$ cat src/rtl/rsa_modexp_sequencer.sv
// rsa_modexp_sequencer: computes z = x^e mod n by left-to-right
// square-and-multiply over one shared Montgomery multiplier
// (mm_z = mm_a*mm_b*R^-1 mod n, R = 2^BITS).
// Ports: clk, reset (async, active-high); start/stop level controls;
// x/e/n/r2 operands (r2 = R^2 mod n); mm_go/mm_a/mm_b/mm_n request and
// mm_done/mm_z result of the multiplier; z result, busy, done pulse.
// Option: define SKIP_LEADING_ZEROS_EN to start the loop at the MSB of e.
module rsa_modexp_sequencer #(
   parameter int BITS = 64,
   parameter int CW   = 7
) (
   input  logic            clk,
   input  logic            reset,
   input  logic            start,
   input  logic            stop,
   input  logic [BITS-1:0] x,
   input  logic [BITS-1:0] e,
   input  logic [BITS-1:0] n,
   input  logic [BITS-1:0] r2,
   output logic            mm_go,
   output logic [BITS-1:0] mm_a,
   output logic [BITS-1:0] mm_b,
   output logic [BITS-1:0] mm_n,
   input  logic            mm_done,
   input  logic [BITS-1:0] mm_z,
   output logic [BITS-1:0] z,
   output logic            busy,
   output logic            done
);

   localparam int IW = $clog2(BITS);
   localparam logic [BITS-1:0] ONE = BITS'(1);

   typedef enum logic [2:0] {
      S_IDLE, S_PRIO, S_ISSUE, S_WAIT, S_DRAIN, S_FIN
   } state_t;

   typedef enum logic [2:0] {
      T_CONV_X, T_CONV_ONE, T_SQR, T_MUL, T_FROM_M
   } step_t;

   state_t          state_q, state_d;
   step_t           step_q, step_d;
   logic [CW-1:0]   idx_q, idx_d;
   logic [BITS-1:0] x_q, x_d, e_q, e_d, n_q, n_d, r2_q, r2_d;
   logic [BITS-1:0] xbar_q, xbar_d, acc_q, acc_d, z_q, z_d;
   logic            e_bit;

   assign e_bit = e_q[idx_q[IW-1:0]];

`ifdef SKIP_LEADING_ZEROS_EN
   logic [CW-1:0] msb;

   // Highest set bit of the latched exponent wins.
   always_comb begin
      msb = '0;
      for (int i = 0; i < BITS; i++)
         if (e_q[i]) msb = CW'(i);
   end
`endif

   always_ff @(posedge clk or posedge reset) begin
      if (reset) begin
         state_q <= S_IDLE;
         step_q  <= T_CONV_X;
         idx_q   <= '0;
         x_q     <= '0;
         e_q     <= '0;
         n_q     <= '0;
         r2_q    <= '0;
         xbar_q  <= '0;
         acc_q   <= '0;
         z_q     <= '0;
      end else begin
         state_q <= state_d;
         step_q  <= step_d;
         idx_q   <= idx_d;
         x_q     <= x_d;
         e_q     <= e_d;
         n_q     <= n_d;
         r2_q    <= r2_d;
         xbar_q  <= xbar_d;
         acc_q   <= acc_d;
         z_q     <= z_d;
      end
   end

   always_comb begin
      state_d = state_q;
      step_d  = step_q;
      idx_d   = idx_q;
      x_d     = x_q;
      e_d     = e_q;
      n_d     = n_q;
      r2_d    = r2_q;
      xbar_d  = xbar_q;
      acc_d   = acc_q;
      z_d     = z_q;
      unique case (state_q)
         S_IDLE: begin
            if (start && !stop) begin
               x_d    = x;
               e_d    = e;
               n_d    = n;
               r2_d   = r2;
               step_d = T_CONV_X;
               idx_d  = CW'(BITS - 1);
`ifdef SKIP_LEADING_ZEROS_EN
               state_d = S_PRIO;
`else
               state_d = S_ISSUE;
`endif
            end
         end
`ifdef SKIP_LEADING_ZEROS_EN
         S_PRIO: begin
            if (stop) begin
               state_d = S_IDLE;
            end else begin
               idx_d   = msb;
               state_d = S_ISSUE;
            end
         end
`endif
         // mm_go goes out this cycle, so a stop here still
         // leaves one result in flight that must be drained.
         S_ISSUE: state_d = stop ? S_DRAIN : S_WAIT;
         S_WAIT: begin
            if (stop) begin
               state_d = mm_done ? S_IDLE : S_DRAIN;
            end else if (mm_done) begin
               state_d = S_ISSUE;
               unique case (step_q)
                  T_CONV_X: begin
                     xbar_d = mm_z;
                     step_d = T_CONV_ONE;
                  end
                  T_CONV_ONE: begin
                     acc_d  = mm_z;
                     step_d = T_SQR;
`ifdef SKIP_LEADING_ZEROS_EN
                     if (e_q == '0) step_d = T_FROM_M;
`endif
                  end
                  T_SQR: begin
                     acc_d = mm_z;
                     if (e_bit)
                        step_d = T_MUL;
                     else if (idx_q == '0)
                        step_d = T_FROM_M;
                     else
                        idx_d = idx_q - CW'(1);
                  end
                  T_MUL: begin
                     acc_d = mm_z;
                     if (idx_q == '0) begin
                        step_d = T_FROM_M;
                     end else begin
                        idx_d  = idx_q - CW'(1);
                        step_d = T_SQR;
                     end
                  end
                  T_FROM_M: begin
                     z_d     = mm_z;
                     state_d = S_FIN;
                  end
                  default: state_d = S_IDLE;
               endcase
            end
         end
         S_DRAIN: if (mm_done) state_d = S_IDLE;
         S_FIN:   state_d = S_IDLE;
         default: state_d = S_IDLE;
      endcase
   end

   // Operands stay on the bus for the whole request, drain included.
   always_comb begin
      mm_a = '0;
      mm_b = '0;
      if (state_q == S_ISSUE || state_q == S_WAIT ||
          state_q == S_DRAIN) begin
         unique case (step_q)
            T_CONV_X:   begin mm_a = x_q;   mm_b = r2_q;   end
            T_CONV_ONE: begin mm_a = ONE;   mm_b = r2_q;   end
            T_SQR:      begin mm_a = acc_q; mm_b = acc_q;  end
            T_MUL:      begin mm_a = acc_q; mm_b = xbar_q; end
            T_FROM_M:   begin mm_a = acc_q; mm_b = ONE;    end
            default:    begin mm_a = '0;    mm_b = '0;     end
         endcase
      end
   end

   assign mm_go = (state_q == S_ISSUE);
   assign mm_n  = n_q;
   assign z     = z_q;
   assign busy  = (state_q != S_IDLE);
   assign done  = (state_q == S_FIN);

endmodule

$ cat config.mk
export PLATFORM = sky130hd
export DESIGN_NAME = rsa_modexp_sequencer
export DESIGN_NICKNAME = d
export VERILOG_FILES = /design/src/rtl/rsa_modexp_sequencer.sv
export SDC_FILE = /design/constraint.sdc
export NUM_CORES = 1
export LEC_CHECK = 0
export CAP_MARGIN = 30
export CORE_AREA = 2 2 229 231
export CTS_CLUSTER_DIAMETER = 150
export CTS_CLUSTER_SIZE = 14
export DETAILED_ROUTE_END_ITERATION = 8
export DIE_AREA = 0 0 231 233
export GPL_TIMING_DRIVEN = 0
export HOLD_SLACK_MARGIN = 0.08
export PLACE_DENSITY = 0.69
export SYNTH_ARGS = -nofsm -noshare
export SYNTH_HDL_FRONTEND = slang
export SYNTH_SLANG_ARGS = --single-unit
export TNS_END_PERCENT = 5
$ cat constraint.sdc
create_clock -name clk -period 22.1 [get_ports clk]
set_input_delay 4.42 -clock clk [delete_from_list [all_inputs] [get_ports clk]]
set_output_delay 4.42 -clock clk [all_outputs]
set_load 0.005 [all_outputs]
==> results by group <==
Hold path
  – Hold path startpoint: e_q[55]$_DFFE_PP0P_
  – Hold endpoint: e_q[55]$_DFFE_PP0P_
  – Hold Path Stages: 2
  – Hold Crit Class: reg -> reg

STA
  – Worst slew margin: 33.41%
  – Worst Clk Skew: 21.95 ps
  – Final hold vios: 0
  – Setup Viol. Count Final: 0
  – Tcrit/Tclk final: 39.72%
  – Unrepaired setup endpoints after global routing: no
  – Worst-Margin Slew: 998.9 ps
  – Final period demand of the worst path: 8778 ps
  – Final Max Tran Viols: 0
  – Maximum clock frequency: 0.1139 GHz

Placement
  – GPL Wtd Cong: 0.9181
  – Placed cell count: 3292
  – Port Buffer Count: 582
  – Post-place instance area: 0.02728 mm^2
  – DP HPWL: 55080 um

Finish
  – Layout cells sized above 1: 10.48%
  – Fillers: 4509
  – Post-route cell area: 0.02829 mm^2
  – Area Growth Syn to Fin: 38.95%
  – Final net count: 2979
  – Non-Filler Instances: 3342
  – Post-layout util: 55.37%

Detailed routing
  – M1 WL: 29760 um
  – Met3 wire len: 4674 um
  – WL met2: 35650 um
  – Vias/cell: 5.201
  – Total wire length: 71910 um
  – DR pass1 iterations: 5
  – Initial DRC count: 1348
  – DR top layer: met5
  – DRC: 0
  – Total vias in the final route: 17381
  – DRT antenna net count: 0
  – DR WL/cell: 21.52 um

Synth
  – Post-Synthesis Cells: 2017
  – Area contributors post-synth: dfrtp_1, nand2_1, mux2_2
  – Sequential-to-total area share from yosys stat: 56.67%
  – YS warnings: 0
  – Count leader, synth: nand2_1
  – Seq cells post-synth: 461
  – EDFF count, synth: 0
  – Syn_area_per_cell: 10.09 um^2
  – Cell Area, Synth: 0.02036 mm^2
  – Synth cell count leaders: nand2_1, dfrtp_1, mux2_2, nor2_1, clkbuf_1
  – FFs w/ async S/R, synth: 100.0%
  – Top_reg_cell synth: dfrtp_1
  – Yosys cell types: 48
  – Post-Syn Nets: 2344
  – Share of the synthesized area in the top cell type: 56.67%
  – Post-synth top area cell: dfrtp_1

CTS
  – CTS max path bufs: 3
  – Post-CTS Setup Repair Bufs: 0
  – CTS resizes: 0
  – CTS tree: done
  – Clock sinks: 461
  – TritonCTS Buffers: 38
  – H-tree lvl count: 2
  – Clk root buf: clkbuf_16
  – Clock latency on the worst-skew pair: 560 ps
  – Cts hold-fix bufs: 0
  – CTS clk-pin slew, worst paths: 70 ps

Worst setup path
  – Crit path capture type: output port
  – Arrival time worst endpoint: 4360 ps
  – Worst Path Required: 17680 ps
  – Reg2reg setup slack: 18900 ps
  – FF-to-FF path depth: 8
  – Setup CP Type: reg -> out
  – Critical-path maximum fanout: 10
  – Crit path launch type: flop
  – RR Endpoint: idx_q[0]$_DFFE_PP0P_
  – R2r startpoint: idx_q[2]$_DFFE_PP0P_

Global routing
  – Initial antenna violation count: 16
  – Grt ovf: 0
  – Vias in the first global route: 17877
  – GR Util All Layers: 26.41%
  – Largest net degree at the start of global routing: 131
  – First-pass GRT wire length: 107900 um

Run status
  – Status: finished clean

Floorplanning
  – Core box area: 0.05109 mm^2
  – I/O pin count: 584
  – Width of the chip: 231 um
  – Die Height: 233 um
  – Core Rows: 83
  – Initial Util: 39.84%
  – Die Area: 0.05382 mm^2

Pwr
  – PnR Total Power: 3052 uW
  – Max VDD drop: 0.06362 mV
  – Power Dens Cells: 107.9 mW/mm^2
  – Pleak: 0.01314 uW

Flow run
  – Max-cap violations: 0
[power breakdown]
part	internal, uW	total [uW]	leakage (uW)	switching (uW)
registers	1110	1260	0.00600	154
logic	586	1170	0.00665	582
clock network	313	620	0.000486	307
total	2010	3050	0.0131	1040
[layout make-up]
cell class,instances,area [um^2],area share (%)
diodes,9,22.52,0.07961
plain buffers,135,540.5,1.911
clock buffers,40,979.7,3.463
clock inverters,1,8.758,0.03096
inverters,9,41.29,0.1460
multi-input cells,1412,8253,29.17
flip-flops and latches,461,11540,40.78
well taps,680,850.8,3.008
repair buffers,595,6056,21.41
[stage by stage]
step	setup WS (ps)	hold WS (ps)	setup TNS, ps
2_1_floorplan	4826	437.3	0
3_3_place_gp	-516.9	452.9	-213540
3_5_place_dp	13840	456.3	0
4_1_cts	13210	474.4	0
5_1_grt	13180	491.7	0
6_report	13320	471.8	0
[flip-flops by register name (all words and copies together) (netlist names)]
| name | count |
|---|---|
| z | 64 |
| mm_n | 64 |
| e_q | 64 |
| idx_q | 7 |
| acc_q | 64 |
| r2_q | 64 |
| xbar_q | 64 |
| step_q | 3 |
| x_q | 64 |
| state_q | 3 |
[routing by layer]
metal	vias up	GRT usage, %
met5	-	0
met4	12	8.065
met3	116	5.931
met2	596	44.24
met1	8704	34.15
li1	7953	-
[worst max-delay path by stage]
| stage | startpoint | to | slack, ps | cells past startpoint |
|---|---|---|---|---|
| floorplan | reset | acc_q[0]$_DFFE_PP0P_ | 4830 | 1 |
| global placement | reset | z[14]$_DFFE_PP0P_ | -520 | 2 |
| detailed placement | step_q[0]$_DFFE_PP0P_ | mm_b[48] | 13840 | 6 |
| CTS | step_q[0]$_DFFE_PP0P_ | mm_b[48] | 13210 | 6 |
| global route | step_q[0]$_DFFE_PP0P_ | mm_b[48] | 13180 | 6 |
| finish | step_q[0]$_DFFE_PP0P_ | mm_b[48] | 13320 | 6 |
[placed cells by master (no fill, tap or decap), types with 8 or more instances in the layout]
master,n
nand2_1,780
clkdlybuf4s50_1,582
dfrtp_1,461
mux2_2,184
nor2_1,144
clkbuf_1,110
mux2i_1,72
a22oi_1,65
a211oi_1,64
clkbuf_16,39
buf_2,21
mux2_1,11
diode_2,9
inv_1,8
o21ai_0,8
[logic make-up (layout without fill, tap and decap cells)]
group,count (synthesis),count (layout),synth area share (%)
AOI/OAI and AO/OA,167,167,6.121
DFF,461,461,56.67
buffers and inverters,144,780,2.821
adders and majority gates,2,2,0.1229
and+or+nand+nor,962,962,18.27
other,0,9,0
muxes,281,281,16.00
[critical path: stages, from the launching register on]
cell and delay (ps):
dfrtp_1 390, clkbuf_1 680, clkbuf_1 770, buf_1 690, mux2i_1 180, a211oi_1 490
clkdlybuf4s50_1 600
Power figures use the tool's default switching activity.
